## config.mk

```make
export PLATFORM = sky130hd
export DESIGN_NAME = reg_dump_scanner
export DESIGN_NICKNAME = d
export VERILOG_FILES = /design/src/rtl/reg_dump_scanner.sv
export SDC_FILE = /design/constraint.sdc
export NUM_CORES = 1
export LEC_CHECK = 0
export CORE_ASPECT_RATIO = 1.5
export CORE_UTILIZATION = 45
export CTS_CLUSTER_SIZE = 10
export DETAILED_ROUTE_END_ITERATION = 10
export GPL_TIMING_DRIVEN = 0
export PLACE_DENSITY = 0.95
export SLEW_MARGIN = 30
export SYNTH_ARGS = -nofsm -noshare
export SYNTH_HDL_FRONTEND = slang
export SYNTH_SLANG_ARGS = --single-unit
```

## constraint.sdc

```tcl
create_clock -name clk -period 5.9 [get_ports clk]
set_input_delay 1.18 -clock clk [delete_from_list [all_inputs] [get_ports clk]]
set_output_delay 1.18 -clock clk [all_outputs]
set_load 0.005 [all_outputs]
```

## src/rtl/reg_dump_scanner.sv

```systemverilog
`default_nettype none
// ---------------------------------------------------------------------------
// reg_dump_scanner : streams register-file words read via the test port.
// Option macro REG_DUMP_CHECKSUM_EN appends an XOR checksum beat.
// Revision: 1.0
// ---------------------------------------------------------------------------
module reg_dump_scanner #(
  parameter int NUM_REGS  = 32,
  parameter int FIRST_REG = 0,
  parameter int ADDR_W    = 5,
  parameter int DATA_W    = 32
) (
  input  logic              clk,
  input  logic              resetn,
  input  logic              start,
  output logic [ADDR_W-1:0] test_addr,
  input  logic [DATA_W-1:0] test_data,
  output logic              out_valid,
  input  logic              out_ready,
  output logic [DATA_W-1:0] out_data,
  output logic [ADDR_W-1:0] out_index,
  output logic              out_last,
  output logic              busy,
  output logic              done
);

  localparam logic [ADDR_W-1:0] C_FIRST_ADDR = ADDR_W'(FIRST_REG);
  localparam logic [ADDR_W-1:0] C_LAST_ADDR  = ADDR_W'(NUM_REGS - 1);

`ifdef REG_DUMP_CHECKSUM_EN
  typedef enum logic [1:0] {IDLE, LOAD, SEND, CSUM} state_t;
  logic [DATA_W-1:0] r_csum, w_csum;
`else
  typedef enum logic [1:0] {IDLE, LOAD, SEND} state_t;
`endif

  state_t            r_state, w_state;
  logic [ADDR_W-1:0] w_addr, w_index;
  logic [DATA_W-1:0] w_data;
  logic              w_valid, w_last, w_busy, w_done;
  logic              w_hs, w_at_end;

  assign w_hs     = out_valid & out_ready;
  // test_addr stays on the register being presented, so it identifies the final beat.
  assign w_at_end = (test_addr == C_LAST_ADDR);

  always_ff @(posedge clk or negedge resetn) begin
    if (!resetn) begin
      r_state   <= IDLE;
      test_addr <= '0;
      out_valid <= 1'b0;
      out_data  <= '0;
      out_index <= '0;
      out_last  <= 1'b0;
      busy      <= 1'b0;
      done      <= 1'b0;
`ifdef REG_DUMP_CHECKSUM_EN
      r_csum    <= '0;
`endif
    end else begin
      r_state   <= w_state;
      test_addr <= w_addr;
      out_valid <= w_valid;
      out_data  <= w_data;
      out_index <= w_index;
      out_last  <= w_last;
      busy      <= w_busy;
      done      <= w_done;
`ifdef REG_DUMP_CHECKSUM_EN
      r_csum    <= w_csum;
`endif
    end
  end

  always_comb begin
    w_state = r_state;
    w_addr  = test_addr;
    w_valid = out_valid;
    w_data  = out_data;
    w_index = out_index;
    w_last  = out_last;
    w_busy  = busy;
    w_done  = 1'b0;
`ifdef REG_DUMP_CHECKSUM_EN
    w_csum  = r_csum;
`endif
    case (r_state)
      IDLE: begin
        if (start) begin
          w_addr  = C_FIRST_ADDR;
          w_busy  = 1'b1;
          w_state = LOAD;
`ifdef REG_DUMP_CHECKSUM_EN
          w_csum  = '0;
`endif
        end
      end
      LOAD: begin
        w_data  = test_data;
        w_index = test_addr;
`ifdef REG_DUMP_CHECKSUM_EN
        w_last  = 1'b0;
`else
        w_last  = w_at_end;
`endif
        w_valid = 1'b1;
        w_state = SEND;
      end
      SEND: begin
        if (w_hs) begin
          w_valid = 1'b0;
`ifdef REG_DUMP_CHECKSUM_EN
          w_csum  = r_csum ^ out_data;
`endif
          if (!w_at_end) begin
            w_addr  = test_addr + ADDR_W'(1);
            w_state = LOAD;
          end else begin
`ifdef REG_DUMP_CHECKSUM_EN
            // Checksum beat follows immediately with the final folded value.
            w_data  = r_csum ^ out_data;
            w_index = '0;
            w_last  = 1'b1;
            w_valid = 1'b1;
            w_state = CSUM;
`else
            w_busy  = 1'b0;
            w_done  = 1'b1;
            w_state = IDLE;
`endif
          end
        end
      end
`ifdef REG_DUMP_CHECKSUM_EN
      CSUM: begin
        if (w_hs) begin
          w_valid = 1'b0;
          w_busy  = 1'b0;
          w_done  = 1'b1;
          w_state = IDLE;
        end
      end
`endif
      default: w_state = IDLE;
    endcase
  end

endmodule
`default_nettype wire
```

==> metrics.txt <==
status=complete, no violations; share of layout cells above drive strength 1=24.43%; RD Place Congestion=0.8016; worst-margin pin slew=0.5999 ns; register area share after synthesis=62.22%; WS Path Type=flip-flop to primary output; WL met3=212 um; CP max FO=7; crit-path cells=clkdlybuf4s50_1; share of the synthesized area in the top cell type=62.22%; Pre-Repair DR Iteration Count=4; number of flops mapped to enable cells by yosys=0; filler cell count in the final layout=297; Top FF cell, synth=dfrtp_1; CP startpoint kind=flip-flop; skew final=0.005563 ns; fin cells=266; final critical-path share of the clock period=41.82%; starting density of the core=47.92%; Final Power=1.304 mW; first-pass GRT wire length=6.361 mm; hold buffers post-CTS=0; CTS root buf=clkbuf_8; CTS Buf Count=5; leading area contributor after synthesis=dfrtp_1; #FFs+latches synth=48; PostCTS Resize Cnt=0; DR vias/cell=5.214; Req. time, crit path=4.72 ns; Syn. warnings=0; CTS tree=built; RSZ-0062 raised after global routing=no; Remaining Overflow, GRT=0; Placeable Area=4029 sq um; max frequency=405.3 MHz; commonest non-fill, non-tap cell in the layout=clkdlybuf4s50_1; Worst Path Buf+Inv=1; crit-path max cell delay=0.54 ns; port bufs=81; # IOs=82; site row count=28; drt total wl=4.015 mm; Max Buffers Root-to-Sink=2; Final Setup Violations=0; drc violations=0; FFs w/ async S/R, synth=100.0%; worst-skew pair later-pin latency=0.29 ns; postcts setup bufs=0; M1 wire length=1.705 mm; initial antenna violation count=0; Synth area leaders=dfrtp_1, mux2_2, ha_1, a21oi_1, buf_6; Final Hold Fails=0; Fin Setup TNS=0 ns; Synth Net Count=171; FF/Latch Area=1201 sq um; Clock transition at path regs=0.09 ns; maxcap violations=0; Total Die Area=4562 sq um; Power per Cell Area=452.4 nW/um^2; HP Class=flip-flop to flip-flop; H-tree Lvls=2; via count=1387; mean area per synthesized cell=14.63 sq um; largest net degree at the start of global routing=49; Die Wd=55.48 um; Crit path max-delay family=buffers and inverters; area growth from synthesis to layout=49.32%; Peak supply drop=0.0002899 V; WL/cell=15.09 um; number of antenna diodes=0; Antenna Violating Nets Remaining=0; CP max stage cell=clkdlybuf4s50_1; CP arrival=1.29 ns; Tot GR Track Use=18.48%; placed cell count=258; # clock sinks=48; vias in the first global route=1302; Slew HR=60.00%; Mapped Cells=132; Final HPWL DP=2.984 mm; Crit. End Element=primary output; max layer used=met4; Final Slew Violations=0; multi-input logic area=673.1 sq um; Period minus WS final=2.468 ns; Leakage=1.245 nW; mapped cell area=1931 sq um; Synth cell types=26; Die Height=82.22 um; Nets=259; commonest cells after routing, fill and taps aside=clkdlybuf4s50_1, dfrtp_1, mux2_2; met2 routed WL=2.056 mm; DRT iter0 DRCs=65
[where the power goes]
part | switching [mW] | leakage (nW) | internal (mW)
clock | 0.106 | 0.0479 | 0.0827
combinational | 0.186 | 0.607 | 0.392
sequential | 0.0752 | 0.590 | 0.463
total | 0.367 | 1.24 | 0.937
[final timing paths]
check | to | from | slack [ns] | cells past startpoint
setup reg to reg | test_addr[3] | test_addr[0] | 3.81 | 6
min in group asynchronous | out_data[29] | resetn | 0.89 | 1
setup / recovery | test_addr[2] | test_addr[2] | 3.43 | 1
max in group asynchronous | out_data[16] | resetn | 4.61 | 1
hold / removal | out_data[18] | out_data[18] | 0.51 | 1
hold reg to reg | out_data[18] | out_data[18] | 0.51 | 1
[registers in the layout (all words and copies together) (netlist names)]
| signal | flops |
|---|---|
| out_valid | 1 |
| out_last | 1 |
| busy | 1 |
| test_addr | 5 |
| out_index | 5 |
| done | 1 |
| r_state | 2 |
| out_data | 32 |
[metrics by stage]
| step | setup slack, ns | util (%) | instance area, sq um | hold WS, ns |
|---|---|---|---|---|
| 2_1_floorplan | 3.936 | - | 1931 | 0.5019 |
| 3_3_place_gp | 2.338 | 69.44 | 2798 | 0.4878 |
| 3_5_place_dp | 3.253 | 69.38 | 2795 | 0.4943 |
| 4_1_cts | 3.421 | 71.55 | 2883 | 0.5140 |
| 5_1_grt | 3.370 | 71.55 | 2883 | 0.5293 |
| 6_report | 3.432 | 71.55 | 2883 | 0.5079 |
[worst reg2reg max path, cell delays in order, from the launching register on]
cell	delay, ns
dfrtp_1	0.43
ha_1	0.25
and3_1	0.22
ha_1	0.22
and4b_1	0.39
o21ai_1	0.12
a221o_1	0.35
[cell usage after synthesis, drive strengths merged (2+ instances only)]
master	instances
dfrtp	48
mux2	38
a21oi	6
buf	5
inv	5
ha	3
nand2	3
o21ai	3
and2	2
nand2b	2
nand3	2
nand4	2
nand4b	2
nor4	2
[logic make-up (layout without fill, tap and decap cells)]
kind of cell | Yosys count | count (layout) | synth area share, %
flip-flops | 48 | 48 | 62.22
adder cells (fa/ha/maj) | 3 | 3 | 1.944
AND/OR/NAND/NOR | 20 | 20 | 6.546
multiplexers | 39 | 39 | 22.68
AO/OA/AOI/OAI | 12 | 12 | 3.694
buffers and inverters | 10 | 99 | 2.916
[layout make-up]
cell class	instances	share of cell area [%]
Sequential cell	48	41.67
Timing Repair Buffer	81	28.04
Multi-Input combinational cell	74	23.35
Clock buffer	5	2.387
Tap cell	45	1.953
Buffer	5	1.302
Clock inverter	3	0.6510
Inverter	5	0.6510
[layer usage]
| metal | vias to the layer above | GRT usage (%) |
|---|---|---|
| li1 | 646 | - |
| met1 | 670 | 23.17 |
| met2 | 69 | 31.69 |
| met3 | 2 | 3.583 |
| met4 | 0 | 7.500 |
| met5 | - | 0 |
Note: power is estimated with default switching activity, not from simulation.
==> patch, RTL diff (config.mk and constraints unchanged) <==
Change the parameter `DATA_W` from 32 to 28.
--- a/src/rtl/reg_dump_scanner.sv
+++ b/src/rtl/reg_dump_scanner.sv
@@ -8,7 +8,7 @@
   parameter int NUM_REGS  = 32,
   parameter int FIRST_REG = 0,
   parameter int ADDR_W    = 5,
-  parameter int DATA_W    = 32
+  parameter int DATA_W    = 28
 ) (
   input  logic              clk,
   input  logic              resetn,
Ports: changed (resized out_data and test_data); port bits go from 82 to 74. The function was not compared with the original's and may differ.
==> patch against the original RTL <==
  * Wire length is 11% lower
  * Setup slack got worse by 11 ps
  * Sequential cell count down 4
  * Power fell by 2.7%
  * Fmax down 0.43%
  * Cell area is 6.2% lower
  * Area after synthesis down 6.5%
  * Worst hold slack got worse by 7.7 ps
==> patch: results (changes against the original RTL) <==
* First-iteration detailed-routing DRC count at 10 (was 65)
* Critical R2R Capture: test_addr[2] (was test_addr[3])
* Number of nets produced by synthesis at 156 (was 171)
* GRT Util Overall at 19.2% (was 18.5%)
* Detailed placement HPWL at 2.76 mm (was 2.98 mm)
* Sequential-to-total area share from yosys stat at 61.0% (was 62.2%)
* Fraction of layout instances using a drive strength above 1 at 22.7% (was 24.4%)
* Number of nets in the layout at 237 (was 259)
* Worst hold-check slack at 500 ps (was 508 ps)
* Most used standard cells in the synthesized netlist: sky130_fd_sc_hd__dfrtp_1 (44), sky130_fd_sc_hd__mux2_2 (28), sky130_fd_sc_hd__mux2_1 (6), sky130_fd_sc_hd__inv_1 (5) (was sky130_fd_sc_hd__dfrtp_1 (48), sky130_fd_sc_hd__mux2_2 (38), sky130_fd_sc_hd__a21oi_1 (6), sky130_fd_sc_hd__inv_1 (4))
* Number of buffers inserted by port buffering at 73 (was 81)
* Pre-CTS worst setup slack at 3380 ps (was 3250 ps)
* Lkg Pwr at 1.19 nW (was 1.24 nW)
* Area of placed instances at 2610 sq um (was 2800 sq um)
* Worst clock skew at 10.0 ps (was 5.56 ps)
* Status: complete, no violations (unchanged)
* Largest net degree at the start of global routing at 25 (was 49)
* Maximum ir drop on the vdd rail at 0.338 mV (was 0.290 mV)
* Total wirelength of the detailed-routed design at 3.59 mm (was 4.02 mm)
* CTS H-tree depth at 2 (unchanged)
* Fillers at 260 (was 297)
* Registers with the most flip-flops: out_data x28, out_index x5, test_addr x5 (was out_data x32, out_index x5, test_addr x5)
* Global-route wire length before repair at 5.84 mm (was 6.36 mm)
* Final routed wire length divided by cell count at 14.6 microns (was 15.1 microns)
* GR Util met3 at 8.38% (was 3.58%)
* Area contributors post-synth: sky130_fd_sc_hd__dfrtp_1 (61%), sky130_fd_sc_hd__mux2_2 (17%), sky130_fd_sc_hd__mux2_1 (3.7%), sky130_fd_sc_hd__buf_6 (2.5%), sky130_fd_sc_hd__ha_1 (2.1%) (was sky130_fd_sc_hd__dfrtp_1 (62%), sky130_fd_sc_hd__mux2_2 (22%), sky130_fd_sc_hd__ha_1 (1.9%), sky130_fd_sc_hd__a21oi_1 (1.6%), sky130_fd_sc_hd__buf_6 (1.2%))
* Met2 global-route usage at 33.3% (was 31.7%)
* Per-cell via count in the routed design at 5.13 (was 5.21)
* Hold Path Sink: out_data[1] (was out_data[18])
* Least-Margin Pin Slew at 594 ps (was 600 ps)
[patch: cell types whose count changed in the layout (fill, tap and decap cells not counted), sizes merged, moves of 3 or more]
cell / unedited run / this run
mux2: 38 / 34
clkinv: 3 / 0
clkdlybuf4s50: 80 / 72
dfrtp: 48 / 44
a21o: 0 / 3
[patch: power groups by stage]
stage | clock [W] | sequential (W) | combinational, W
after floorplan | 0 | 0.000517 | 0.000250
after global placement | 0 | 0.000506 | 0.000559
after detailed placement | 0 | 0.000513 | 0.000574
after CTS | 0.000201 | 0.000510 | 0.000577
after global routing | 0.000209 | 0.000527 | 0.000616
final | 0.000193 | 0.000508 | 0.000567
[patch: layer usage]
layer	routed length, microns	vias up
met5	0	-
met4	42	0
met3	298	6
met2	1960	54
met1	1300	615
li1	-	587
[patch: worst max path at each step]
stage | to | slack, ps | cells after the start
2_1_floorplan | test_addr[2] | 4000 | 3
3_3_place_gp | out_data[17] | 2530 | 1
3_5_place_dp | test_addr[2] | 3380 | 4
4_1_cts | test_addr[0] | 3420 | 1
5_1_grt | test_addr[0] | 3370 | 1
6_report | test_addr[2] | 3420 | 1
[patch: cells by family after synthesis]
logic type	after synthesis	share of synthesized area [%]
flops	44	61.0
mux	36	22.3
simple gates	18	7.00
compound gates	10	3.81
buf+inv	10	3.74
fa+ha+maj	3	2.08
[patch: final cells by class]
| type | instances | area [sq um] | area share [%] |
|---|---|---|---|
| multi-input cells | 67 | 636 | 23.5 |
| clock buffers | 7 | 86.3 | 3.19 |
| flip-flops and latches | 44 | 1100 | 40.7 |
| well taps | 43 | 53.8 | 1.99 |
| plain buffers | 4 | 45.0 | 1.67 |
| inverters | 6 | 22.5 | 0.833 |
| repair buffers | 74 | 753 | 27.8 |
| clock inverters | 1 | 7.51 | 0.278 |
